$ cat src/rtl/fifo_pkg.sv
// ---------------------------------------------------------------------------
// fifo_pkg
// Shared helpers for the asynchronous FIFO pointer controllers (write and
// read side). Provides the pointer-width derivation and the binary/Gray
// conversion functions. Functions operate on 32-bit values; callers
// zero-extend and truncate to their own pointer width.
// ---------------------------------------------------------------------------
package fifo_pkg;

    // Pointer width: one extra bit above the address distinguishes full from
    // empty when the address bits of both pointers match.
    function automatic int ptr_width(input int depth);
        return $clog2(depth) + 1;
    endfunction

    function automatic logic [31:0] bin2gray(input logic [31:0] bin);
        return bin ^ (bin >> 1);
    endfunction

    // Each binary bit is the XOR of all Gray bits at or above it.
    function automatic logic [31:0] gray2bin(input logic [31:0] gray);
        logic [31:0] bin;
        bin = 32'd0;
        for (int i = 0; i < 32; i++) begin
            bin[i] = ^(gray >> i);
        end
        return bin;
    endfunction

endpackage

$ cat src/rtl/gray_to_bin.sv
// ---------------------------------------------------------------------------
// gray_to_bin
// Combinational Gray-to-binary converter (XOR prefix from the MSB down).
// Ports:
//   i_gray  W-bit Gray-coded value
//   o_bin   W-bit binary equivalent
// ---------------------------------------------------------------------------
module gray_to_bin #(
    parameter int W = 4
) (
    input  logic [W-1:0] i_gray,
    output logic [W-1:0] o_bin
);

    // Bit i of the result is the parity of every Gray bit from i upward.
    always_comb begin
        o_bin = '0;
        for (int i = 0; i < W; i++) begin
            o_bin[i] = ^(i_gray >> i);
        end
    end

endmodule

$ cat src/rtl/fifo_wptr_full.sv
// ---------------------------------------------------------------------------
// fifo_wptr_full
// Write-domain pointer and status controller of the asynchronous FIFO.
// Gates write requests, produces the binary write address and the Gray
// write pointer for the read-domain synchronizer, and derives full,
// almost-full, occupancy and sticky overflow from the synchronized read
// pointer. Level and full are pessimistic since the read pointer lags.
// Ports:
//   i_clk          write clock
//   i_rst          synchronous active-high reset
//   i_w_inc        write request from producer
//   i_clr_ovf      clears the sticky overflow flag
//   i_rq2_rptr     Gray read pointer, synchronized into this domain
//   o_w_en         memory write enable (combinational)
//   o_w_addr       binary memory write address
//   o_wptr         registered Gray write pointer
//   o_full         registered full flag
//   o_almost_full  registered, level >= AFULL_THRESH
//   o_w_level      registered occupancy 0..DEPTH
//   o_overflow     sticky: write requested while full
// ---------------------------------------------------------------------------
module fifo_wptr_full
    import fifo_pkg::*;
#(
    parameter  int DEPTH        = 8,
    parameter  int AFULL_THRESH = DEPTH - 2,
    localparam int ADDR_WIDTH   = $clog2(DEPTH),
    localparam int PTR_W        = ptr_width(DEPTH)
) (
    input  logic                  i_clk,
    input  logic                  i_rst,
    input  logic                  i_w_inc,
    input  logic                  i_clr_ovf,
    input  logic [PTR_W-1:0]      i_rq2_rptr,
    output logic                  o_w_en,
    output logic [ADDR_WIDTH-1:0] o_w_addr,
    output logic [PTR_W-1:0]      o_wptr,
    output logic                  o_full,
    output logic                  o_almost_full,
    output logic [PTR_W-1:0]      o_w_level,
    output logic                  o_overflow
);

    logic [PTR_W-1:0] r_wbin;
    logic [PTR_W-1:0] r_wptr;
    logic             r_full;
    logic             r_almost_full;
    logic [PTR_W-1:0] r_w_level;
    logic             r_overflow;

    logic             w_w_en;
    logic [PTR_W-1:0] w_bin_next;
    logic [PTR_W-1:0] w_gray_next;
    logic [PTR_W-1:0] w_rptr_full_cmp;
    logic [PTR_W-1:0] w_rbin;
    logic [PTR_W-1:0] w_level_next;
    logic             w_full_next;
    logic             w_afull_next;

    gray_to_bin #(
        .W (PTR_W)
    ) u_rptr_g2b (
        .i_gray (i_rq2_rptr),
        .o_bin  (w_rbin)
    );

    // Uses the registered full so a write into the last slot cannot be
    // followed by another accepted write in the next cycle.
    assign w_w_en = i_w_inc & ~r_full & ~i_rst;

    // Natural modulo-2^PTR_W wrap of the binary pointer is intended.
    assign w_bin_next  = r_wbin + {{(PTR_W-1){1'b0}}, w_w_en};
    assign w_gray_next = PTR_W'(bin2gray(32'(w_bin_next)));

    // Full when the write pointer is exactly one lap ahead: in Gray code
    // that means the top two bits differ and the rest match.
    assign w_rptr_full_cmp = {~i_rq2_rptr[PTR_W-1:PTR_W-2], i_rq2_rptr[PTR_W-3:0]};
    assign w_full_next     = (w_gray_next == w_rptr_full_cmp);

    assign w_level_next = w_bin_next - w_rbin;
    assign w_afull_next = (w_level_next >= PTR_W'(AFULL_THRESH));

    // Pointer and status registers; overflow set has priority over clear.
    always_ff @(posedge i_clk) begin
        if (i_rst) begin
            r_wbin        <= '0;
            r_wptr        <= '0;
            r_full        <= 1'b0;
            r_almost_full <= 1'b0;
            r_w_level     <= '0;
            r_overflow    <= 1'b0;
        end else begin
            r_wbin        <= w_bin_next;
            r_wptr        <= w_gray_next;
            r_full        <= w_full_next;
            r_almost_full <= w_afull_next;
            r_w_level     <= w_level_next;
            if (i_w_inc & r_full) begin
                r_overflow <= 1'b1;
            end else if (i_clr_ovf) begin
                r_overflow <= 1'b0;
            end else begin
                r_overflow <= r_overflow;
            end
        end
    end

    assign o_w_en        = w_w_en;
    assign o_w_addr      = r_wbin[ADDR_WIDTH-1:0];
    assign o_wptr        = r_wptr;
    assign o_full        = r_full;
    assign o_almost_full = r_almost_full;
    assign o_w_level     = r_w_level;
    assign o_overflow    = r_overflow;

endmodule
$ cat config.mk
export PLATFORM = sky130hd
export DESIGN_NAME = fifo_wptr_full
export DESIGN_NICKNAME = d
export VERILOG_FILES = /design/src/rtl/fifo_pkg.sv /design/src/rtl/gray_to_bin.sv /design/src/rtl/fifo_wptr_full.sv
export SDC_FILE = /design/constraint.sdc
export NUM_CORES = 1
export LEC_CHECK = 0
export ABC_AREA = 1
export BUFFER_PORTS_ARGS = -buffer_cell sky130_fd_sc_hd__buf_2
export CELL_PAD_IN_SITES_DETAIL_PLACEMENT = 0
export CELL_PAD_IN_SITES_GLOBAL_PLACEMENT = 2
export CORE_MARGIN = 1.5
export CORE_UTILIZATION = 26
export CTS_CLUSTER_SIZE = 30
export DETAILED_ROUTE_END_ITERATION = 12
export PLACE_DENSITY = 0.77
export SETUP_SLACK_MARGIN = 0.1
export SYNTH_ARGS = -nofsm -noshare
export SYNTH_HDL_FRONTEND = slang
export SYNTH_SLANG_ARGS = --single-unit
$ cat constraint.sdc
create_clock -name i_clk -period 2.7 [get_ports i_clk]
set_clock_uncertainty 0.1 [all_clocks]
set_input_delay 0.54 -clock i_clk [delete_from_list [all_inputs] [get_ports i_clk]]
set_output_delay 0.54 -clock i_clk [all_outputs]
set_load 0.02 [all_outputs]
==> run_results.csv, run 1 <==
group,metric,value,unit
placed_design,port-buffer-count,22,
synth,synthMuxAreaShare,0,
synth,synth_cells,102,
global_routing,met3_usage,0.0256,
setup_path,cp_top_family,"adder cells",
synth,synth_top_cell_by_area,"dfxtp_1",
sta,slew_headroom,0.849,
synth,synth_most_common_cell,"nand2_1",
synth,ys_seq_elements,14,
clocking,cts_setup_buffers,0,
sta,worst_slack,0.379,ns
synth,synth-edff-count,0,
sta,worst_pin_slew,0.225,ns
global_routing,grt_pass1_wl,2800,um
final_layout,fin_cells,161,
synth,synth_top_family_by_area,"simple AND/OR/NAND/NOR gates",
placed_design,place_congestion,0.714,
placed_design,dp.cells,157,
synth,synthSimpleGateAreaFrac,0.338,
synth,synthAdderAreaFrac,0.112,
run,cap_violations,0,
synth,synthArstFlopShare,0,
clocking,h-tree-depth,1,
synth,avgSynthCellArea,7.23,um^2
synth,synth_compound_area_frac,0.0204,
die,dieArea,3160,um^2
hold_path,hold_start,"o_overflow$_SDFFE_PP0P_",
setup_path,crit_buf_inv,3,
setup_path,criticalPathCategory,"primary input to flop",
clocking,cts.repair.resized,0,
routing,drt-initial-drc-count,13,
final_layout,antenna_cells,0,
synth,synth_area,737,um^2
placed_design,place_area,916,um^2
synth,ys_top_cells_by_count,"nand2_1 (31), inv_1 (15), dfxtp_1 (14)",
routing,num_vias,706,
synth,synth_area_leaders,"dfxtp_1 (38%), nand2_1 (16%), ha_1 (8.5%), inv_1 (7.6%), nand3_1 (6.8%)",
routing,drtPass1Iterations,4,
setup_path,required,2.78,ns
sta,fmax,0.431,GHz
global_routing,track_usage,0.113,
placed_design,dpl.hpwl,1310,um
run_status,status,"finished, final reports clean",
clocking,cts_made_buffers,3,
global_routing,grt_max_degree,13,
sta,finalHoldViolCount,0,
final_layout,nNetsFinal,145,
clocking,clk_pin_slew_worst_paths,0.08,ns
die,num_io_pins,23,
die,rows,19,
sta,setup_violations,0,
clocking,cts_tree,"done",
global_routing,antenna_found_initial,0,
synth,ys.warnings.count,0,
synth,yosysSeqAreaShare,0.380,
setup_path,critical_path.startpoint,"i_w_inc",
routing,vias_per_cell,4.39,
power,power.density,556,nW/um^2
routing,drc,0,
die,start_util,0.270,
setup_path,end_kind,"flop",
synth,synth_nets,116,
hold_path,min_path_type,"flop to flop",
setup_path,arrival,2.40,ns
power,leakage,0.533,nW
die,core-area,2730,um^2
global_routing,met2_usage,0.163,
sta,period_needed,2.32,ns
clocking,clock_sinks,14,
clocking,ctsHoldBuffers,0,
clocking,clock_latency,0.28,ns
setup_path,worstPathCellList,"buf_2 -> nor3b_4 -> ha_1 -> ha_1 -> inv_1 -> nand2_1 -> nand2_1 -> inv_1 -> ha_1 -> a21oi_1 -> nor2b_1 -> nand3_1 -> nand3_1 -> nand2_1",
final_layout,layout-drive-gt1-share,0.246,
global_routing,grt_pass1_vias,669,
placed_design,pre_cts_slack,0.0652,ns
die,die_height,56.2,um
final_layout,nFillCells,291,
routing,drt-total-wl,1570,um
setup_path,r2r_start,"o_full$_SDFF_PP0_",
sta,setup_tns,0,ns
clocking,cts.path.max_buffers,2,
synth,yosysTopAreaCellShare,0.380,
setup_path,critPathMaxStageDelay,0.33,ns
synth,synth-xor-area-share,0.0679,
synth,ys_types,18,
sta,min_period_over_period,0.859,
sta,rsz0062_at_grt,"false",
clocking,root_buffer,"clkbuf_4",
die,die_x,56.2,um
setup_path,cp-start-kind,"primary input",
global_routing,use_met1,0.159,
setup_path,slowest_stage,"ha_1",
setup_path,cp_max_fo,3,
sta,finalMaxSlewViolations,0,
final_layout,final_core_util,0.348,
routing,ant_nets,0,
final_layout,final_area,952,um^2
routing,wl_per_cell,9.76,um
final_layout,synthToLayoutAreaGrowth,29.2,%
synth,ys.flop_type,"dfxtp_1",
global_routing,busiest_layer,"met2",
global_routing,overflow,0,
power,vdd.ir_drop.worst,0.326,mV
sequential cells by signal, indices dropped and copies added, names as in the netlist:
signal         flops
o_almost_full      1
o_full             1
o_overflow         1
o_w_level          4
o_wptr             3
r_wbin             4
final cells by class:
class                           instances  area, um^2  share of cell area
Timing Repair Buffer                   25         133               0.139
Multi-Input combinational cell         72         408               0.428
Clock buffer                            4        36.3              0.0381
Tap cell                               31        38.8              0.0407
Sequential cell                        14         280               0.294
Inverter                               15        56.3              0.0591
worst reg2reg max path, delay by kind of cell, from the launching register on:
kind | cells | cell delay, ns
flip-flops | 1 | 0.40
AO/OA/AOI/OAI | 1 | 0.18
adder cells (fa/ha/maj) | 3 | 0.76
AND/OR/NAND/NOR | 7 | 0.59
buffers and inverters | 2 | 0.14
power breakdown:
part	internal (mW)	switching, mW
registers	0.227	0.00528
logic	0.0558	0.0899
clock network	0.0820	0.0690
total	0.365	0.164
per-stage QoR:
stage / hold WS [ns] / power, mW
after floorplan: 0.436 / 0.340
final: 0.364 / 0.529
after CTS: 0.372 / 0.539
after global placement: 0.347 / 0.387
after detailed placement: 0.358 / 0.387
after global routing: 0.393 / 0.575
routing by layer:
metal / vias up / part of all wire / wire (um)
met1: 315 / 0.49 / 769
li1: 370 / - / -
met4: 0 / 0.0070 / 11
met2: 19 / 0.45 / 712
met5: - / 0 / 0
met3: 2 / 0.050 / 78
cell usage in the layout, fill, tap and decap left out, types with 2 or more instances in the layout:
master	instances
clkbuf_4	3
ha_1	5
buf_4	3
buf_2	22
nor2_1	13
dfxtp_1	14
nand2_1	31
inv_1	15
nand3_1	10
a21oi_1	2
nand4_1	2
cells by family after synthesis:
family                     count (synthesis)
buffers and inverters                     16
DFF                                       14
and+or+nand+nor                           59
adders and majority gates                  6
xor gates and xnor gates                   4
AOI/OAI and AO/OA                          3
path summary, 6_finish.rpt:
kind              slack [ns]                       end  depth (start not counted)
setup / recovery        0.38  o_almost_full$_SDFF_PP0_                         14
hold / removal          0.36   o_overflow$_SDFFE_PP0P_                          2
setup reg to reg        0.44  o_almost_full$_SDFF_PP0_                         13
hold reg to reg         0.36   o_overflow$_SDFFE_PP0P_                          2
Note: power is estimated with default switching activity, not from simulation.
==> inputs of run 2 (changes only) <==
--- a/config.mk
+++ b/config.mk
@@ -9,12 +9,12 @@
 export BUFFER_PORTS_ARGS = -buffer_cell sky130_fd_sc_hd__buf_2
 export CELL_PAD_IN_SITES_DETAIL_PLACEMENT = 0
 export CELL_PAD_IN_SITES_GLOBAL_PLACEMENT = 2
+export CORE_ASPECT_RATIO = 1.4
 export CORE_MARGIN = 1.5
 export CORE_UTILIZATION = 26
 export CTS_CLUSTER_SIZE = 30
 export DETAILED_ROUTE_END_ITERATION = 12
-export PLACE_DENSITY = 0.77
-export SETUP_SLACK_MARGIN = 0.1
+export PLACE_DENSITY = 0.82
 export SYNTH_ARGS = -nofsm -noshare
 export SYNTH_HDL_FRONTEND = slang
 export SYNTH_SLANG_ARGS = --single-unit
==> run 2 against run 1 <==
Against the previous run: sequential cell count is the same; critical path depth is the same; core utilization grew 0.32 points; sequential share of layout area grew 0.43 points; clock power shrank 24%; clock-buffer cell count shrank 1; sequential power is essentially flat; non-clock buffer count is the same; hold slack is essentially flat; first-iteration DRC count grew 7.7%; maximum frequency shrank 2.2%; register-to-register slack lost 0.04 ns; largest cell class unchanged; largest power group unchanged; highest routed layer unchanged.
==> run_results.csv, run 2 (synthesized netlist as in run 1, its figures left out) <==
group,metric,value,unit
sta,period_needed,2.37,ns
global_routing,grt_pass1_vias,690,
final_layout,multi_input_area,402,um^2
final_layout,nFillCells,319,
clocking,clk_pin_slew_worst_paths,0.08,ns
clocking,ctsHoldBuffers,0,
sta,finalMaxSlewViolations,0,
setup_path,slowest_stage,"ha_1",
clocking,root_buffer,"clkbuf_4",
die,die_x,48.0,um
clocking,cts_setup_buffers,0,
placed_design,place_congestion,0.778,
setup_path,worstPathCellList,"buf_2 -> nor3b_2 -> ha_1 -> ha_1 -> inv_1 -> nand2_1 -> nand2_1 -> inv_1 -> ha_1 -> a21oi_1 -> nor2b_1 -> nand3_1 -> nand3_1 -> nand2_1",
die,die_height,66.0,um
setup_path,reg2regPathDepth,12,
global_routing,grt_max_degree,13,
sta,min_period_over_period,0.879,
sta,setup_tns,0,ns
setup_path,criticalPathCategory,"primary input to flop",
routing,num_vias,716,
placed_design,port-buffer-count,22,
die,rows,22,
setup_path,arrival,2.44,ns
hold_path,min_path_type,"flop to flop",
routing,met2_length,784,um
final_layout,final_area,938,um^2
global_routing,antenna_found_initial,0,
clocking,h-tree-depth,1,
sta,rsz0062_at_grt,"false",
placed_design,dpl.hpwl,1290,um
sta,worst_pin_slew,0.226,ns
final_layout,mostFrequentLayoutCells,"nand2_1 (31), buf_2 (22), inv_1 (15)",
setup_path,required,2.77,ns
sta,worst_slack,0.328,ns
routing,wl_per_cell,9.49,um
die,dieArea,3170,um^2
global_routing,overflow,0,
final_layout,final_common_cell,"nand2_1",
sta,finalHoldViolCount,0,
routing,vias_per_cell,4.34,
routing,drtPass1Iterations,4,
final_layout,nNetsFinal,145,
clocking,clock_latency,0.27,ns
power,power.density,524,nW/um^2
hold_path,hold-path-cell-count,2,
routing,wl_met1,679,um
setup_path,cp-start-kind,"primary input",
setup_path,end_kind,"flop",
die,num_io_pins,23,
die,core-area,2670,um^2
run,cap_violations,0,
global_routing,grt_pass1_wl,2640,um
clocking,cts_made_buffers,3,
setup_path,critPathMaxStageDelay,0.34,ns
routing,ant_nets,0,
sta,fin_hold_ws,0.364,ns
routing,drc,0,
clocking,clock_sinks,14,
final_layout,seq_area,280,um^2
global_routing,track_usage,0.118,
routing,drt-total-wl,1570,um
final_layout,final_core_util,0.351,
final_layout,layout-drive-gt1-share,0.240,
sta,slew_headroom,0.849,
clocking,cts.repair.resized,0,
routing,drt-initial-drc-count,14,
final_layout,antenna_cells,0,
sta,setup_violations,0,
clocking,cts.path.max_buffers,2,
setup_path,cp_max_fo,3,
clocking,cts_tree,"done",
sta,fmax,0.422,GHz
routing,met3WireLength,74,um
routing,route.top_layer_used,"met4",
run_status,status,"finished, final reports clean",
power,leakage,0.525,nW
placed_design,place_area,916,um^2
power,vdd.ir_drop.worst,0.153,mV
die,start_util,0.276,
placed_design,pre_cts_slack,0.0527,ns
final_layout,synthToLayoutAreaGrowth,27.3,%
==> run 2: cell count changes in the layout (fill, tap and decap cells not counted) <==
cell,delta
nor3b_2,+1
nor3b_4,-1
clkbuf_8,-1
==> run 2: per-stage QoR <==
stage | power [mW] | instances
6_report | 0.491 | 165
4_1_cts | 0.505 | 165
3_5_place_dp | 0.383 | 162
5_1_grt | 0.531 | 165
3_3_place_gp | 0.384 | 162
2_1_floorplan | 0.339 | 102
==> run 2: layout make-up <==
type | count | share of cell area
sequential | 14 | 0.299
inverter | 15 | 0.0600
multi-input combinational | 72 | 0.428
tap | 36 | 0.0480
timing repair buffer | 25 | 0.141
clock buffer | 3 | 0.0240
==> run 2: critical path, delay by kind of cell <==
kind            cells  cell delay, ns
fa+ha+maj           3            0.77
compound gates      1            0.19
buf+inv             3            0.24
simple gates        7            0.71
==> run 2: final timing paths <==
kind | to | slack (ns) | start
worst min-delay path | o_overflow$_SDFFE_PP0P_ | 0.36 | o_overflow$_SDFFE_PP0P_
worst max-delay path | o_almost_full$_SDFF_PP0_ | 0.33 | i_w_inc
worst min register to register | o_overflow$_SDFFE_PP0P_ | 0.36 | o_overflow$_SDFFE_PP0P_
worst max register to register | o_almost_full$_SDFF_PP0_ | 0.40 | o_full$_SDFF_PP0_
==> run 2: power by group <==
group / internal (mW) / switching, mW
Sequential: 0.227 / 0.00542
Combinational: 0.0549 / 0.0885
Clock: 0.0516 / 0.0636
Total: 0.334 / 0.158
==> run 2: metal layers <==
| layer | global-route usage | vias up |
|---|---|---|
| li1 | - | 373 |
| met1 | 0.130 | 320 |
| met2 | 0.193 | 19 |
| met3 | 0.0246 | 4 |
| met4 | 0.0709 | 0 |
| met5 | 0 | - |
==> inputs of run 3 (changes only) <==
--- a/config.mk
+++ b/config.mk
@@ -6,15 +6,16 @@
 export NUM_CORES = 1
 export LEC_CHECK = 0
 export ABC_AREA = 1
-export BUFFER_PORTS_ARGS = -buffer_cell sky130_fd_sc_hd__buf_2
 export CELL_PAD_IN_SITES_DETAIL_PLACEMENT = 0
 export CELL_PAD_IN_SITES_GLOBAL_PLACEMENT = 2
 export CORE_ASPECT_RATIO = 1.4
-export CORE_MARGIN = 1.5
-export CORE_UTILIZATION = 26
+export CORE_MARGIN = 2
+export CORE_UTILIZATION = 31
 export CTS_CLUSTER_SIZE = 30
 export DETAILED_ROUTE_END_ITERATION = 12
-export PLACE_DENSITY = 0.82
+export DONT_BUFFER_PORTS = 1
+export PLACE_DENSITY = 0.79
+export SLEW_MARGIN = 10
 export SYNTH_ARGS = -nofsm -noshare
 export SYNTH_HDL_FRONTEND = slang
 export SYNTH_SLANG_ARGS = --single-unit
==> run 3 against run 2 <==
Against the previous run: design area fell by 12%; critical path type is now flop to flop; cell count fell by 21%; first-iteration DRC count fell by 21%; largest cell class unchanged; critical endpoint unchanged; highest routed layer unchanged; die area fell by 12%; clock-buffer cell count rose by 1; sequential share of layout area rose by 4.1 points; sequential power rose by 12%.
==> run_results.csv, run 3 (synthesized netlist as in run 1, its figures left out) <==
group,metric,value,unit
setup_path,criticalPathCategory,"flop to flop",
setup_path,required,2.79,ns
sta,setup_tns,0,ns
sta,min_period_over_period,0.902,
placed_design,port-buffer-count,0,
die,core-area,2200,um^2
global_routing,grt_pass1_vias,599,
setup_path,cp-start-kind,"flop",
setup_path,arrival,2.52,ns
routing,wl_per_cell,11.7,um
routing,drc,0,
clocking,ctsHoldBuffers,0,
clocking,clk_pin_slew_worst_paths,0.09,ns
power,combPwrFrac,0.180,
sta,slew_headroom,0.744,
die,rows,20,
final_layout,antenna_cells,0,
power,p_clk_frac,0.304,
sta,rsz0062_at_grt,"false",
clocking,cts.repair.resized,0,
placed_design,place_congestion,0.741,
run_status,status,"finished, final reports clean",
global_routing,track_usage,0.137,
clocking,cts_setup_buffers,0,
routing,num_vias,628,
sta,setup_violations,0,
die,die_x,45.2,um
global_routing,overflow,0,
routing,ant_nets,0,
clocking,h-tree-depth,1,
power,swShare,0.310,
die,dieArea,2790,um^2
global_routing,grt_pass1_wl,2630,um
sta,worst_slack,0.266,ns
power,p_int,0.348,mW
sta,period_needed,2.43,ns
sta,finalMaxSlewViolations,0,
routing,vias_per_cell,4.83,
power,seqPwrFrac,0.516,
routing,drt-total-wl,1520,um
clocking,clock_sinks,14,
final_layout,nFillCells,247,
power,switchingPower,0.156,mW
setup_path,end_kind,"flop",
die,start_util,0.335,
setup_path,cp_max_fo,4,
global_routing,antenna_found_initial,0,
final_layout,synthToLayoutAreaGrowth,11.9,%
power,power.density,612,nW/um^2
clocking,cts.path.max_buffers,2,
clocking,clock_latency,0.28,ns
placed_design,dp.cells,126,
final_layout,nNetsFinal,123,
clocking,cts_made_buffers,3,
final_layout,fin_cells,130,
die,die_height,61.7,um
sta,finalHoldViolCount,0,
routing,drtPass1Iterations,4,
final_layout,mostFrequentLayoutCells,"nand2_1 (31), inv_1 (15), dfxtp_1 (14)",
sta,worst_pin_slew,0.383,ns
placed_design,pre_cts_slack,0.00371,ns
power,leakage,0.429,nW
final_layout,final_common_cell,"nand2_1",
power,vdd.ir_drop.worst,0.200,mV
clocking,root_buffer,"clkbuf_4",
die,num_io_pins,23,
run,cap_violations,0,
hold_path,min_path_type,"primary input to flop",
clocking,cts_tree,"done",
routing,drt-initial-drc-count,11,
sta,fmax,0.411,GHz
placed_design,dpl.hpwl,1240,um
final_layout,layout-drive-gt1-share,0.0926,
global_routing,grt_max_degree,14,
run 3: cell type report:
cell class | instances | area, um^2 | share of cell area
inverter | 15 | 56.3 | 0.0683
timing repair buffer | 3 | 22.5 | 0.0273
clock buffer | 4 | 36.3 | 0.0440
sequential | 14 | 280 | 0.340
multi-input combinational | 72 | 402 | 0.487
tap | 22 | 27.5 | 0.0334
run 3: path summary, 6_finish.rpt:
check	from	end	slack, ns	cells past startpoint
worst min-delay path	i_rst	o_w_level[0]$_SDFF_PP0_	0.21	1
worst max register to register	o_full$_SDFF_PP0_	o_almost_full$_SDFF_PP0_	0.27	12
worst min register to register	o_overflow$_SDFFE_PP0P_	o_overflow$_SDFFE_PP0P_	0.46	2
worst max-delay path	o_full$_SDFF_PP0_	o_almost_full$_SDFF_PP0_	0.27	12
run 3: per-stage QoR:
stage | hold slack [ns] | total power, mW | util | area, um^2
after global placement | 0.442 | 0.356 | 0.358 | 788
after floorplan | 0.436 | 0.339 | - | 742
after CTS | 0.204 | 0.513 | 0.374 | 825
final | 0.211 | 0.505 | 0.374 | 825
after global routing | 0.189 | 0.543 | 0.374 | 825
after detailed placement | 0.446 | 0.357 | 0.358 | 788
run 3: power by group through the flow:
stage	clock (mW)	sequential, mW	combinational, mW
3_5_place_dp	0	0.266	0.0912
3_3_place_gp	0	0.266	0.0901
5_1_grt	0.173	0.263	0.107
6_report	0.154	0.260	0.0909
4_1_cts	0.161	0.261	0.0921
2_1_floorplan	0	0.266	0.0734
run 3: per-layer routing:
layer  track usage  wire (um)
met5             0          0
met4        0.0882         40
met3        0.0434        132
met2         0.214        702
met1         0.160        644
run 3: critical path: stages (launching register included):
cell and delay, ns:
dfxtp_1 0.33, nor3b_2 0.19, ha_1 0.27, ha_1 0.21, nand2_1 0.07, nand2_1 0.15, inv_1 0.08, ha_1 0.33
a21oi_1 0.19, nor2b_1 0.16, nand3_1 0.08, nand3_1 0.12, nand2_1 0.06
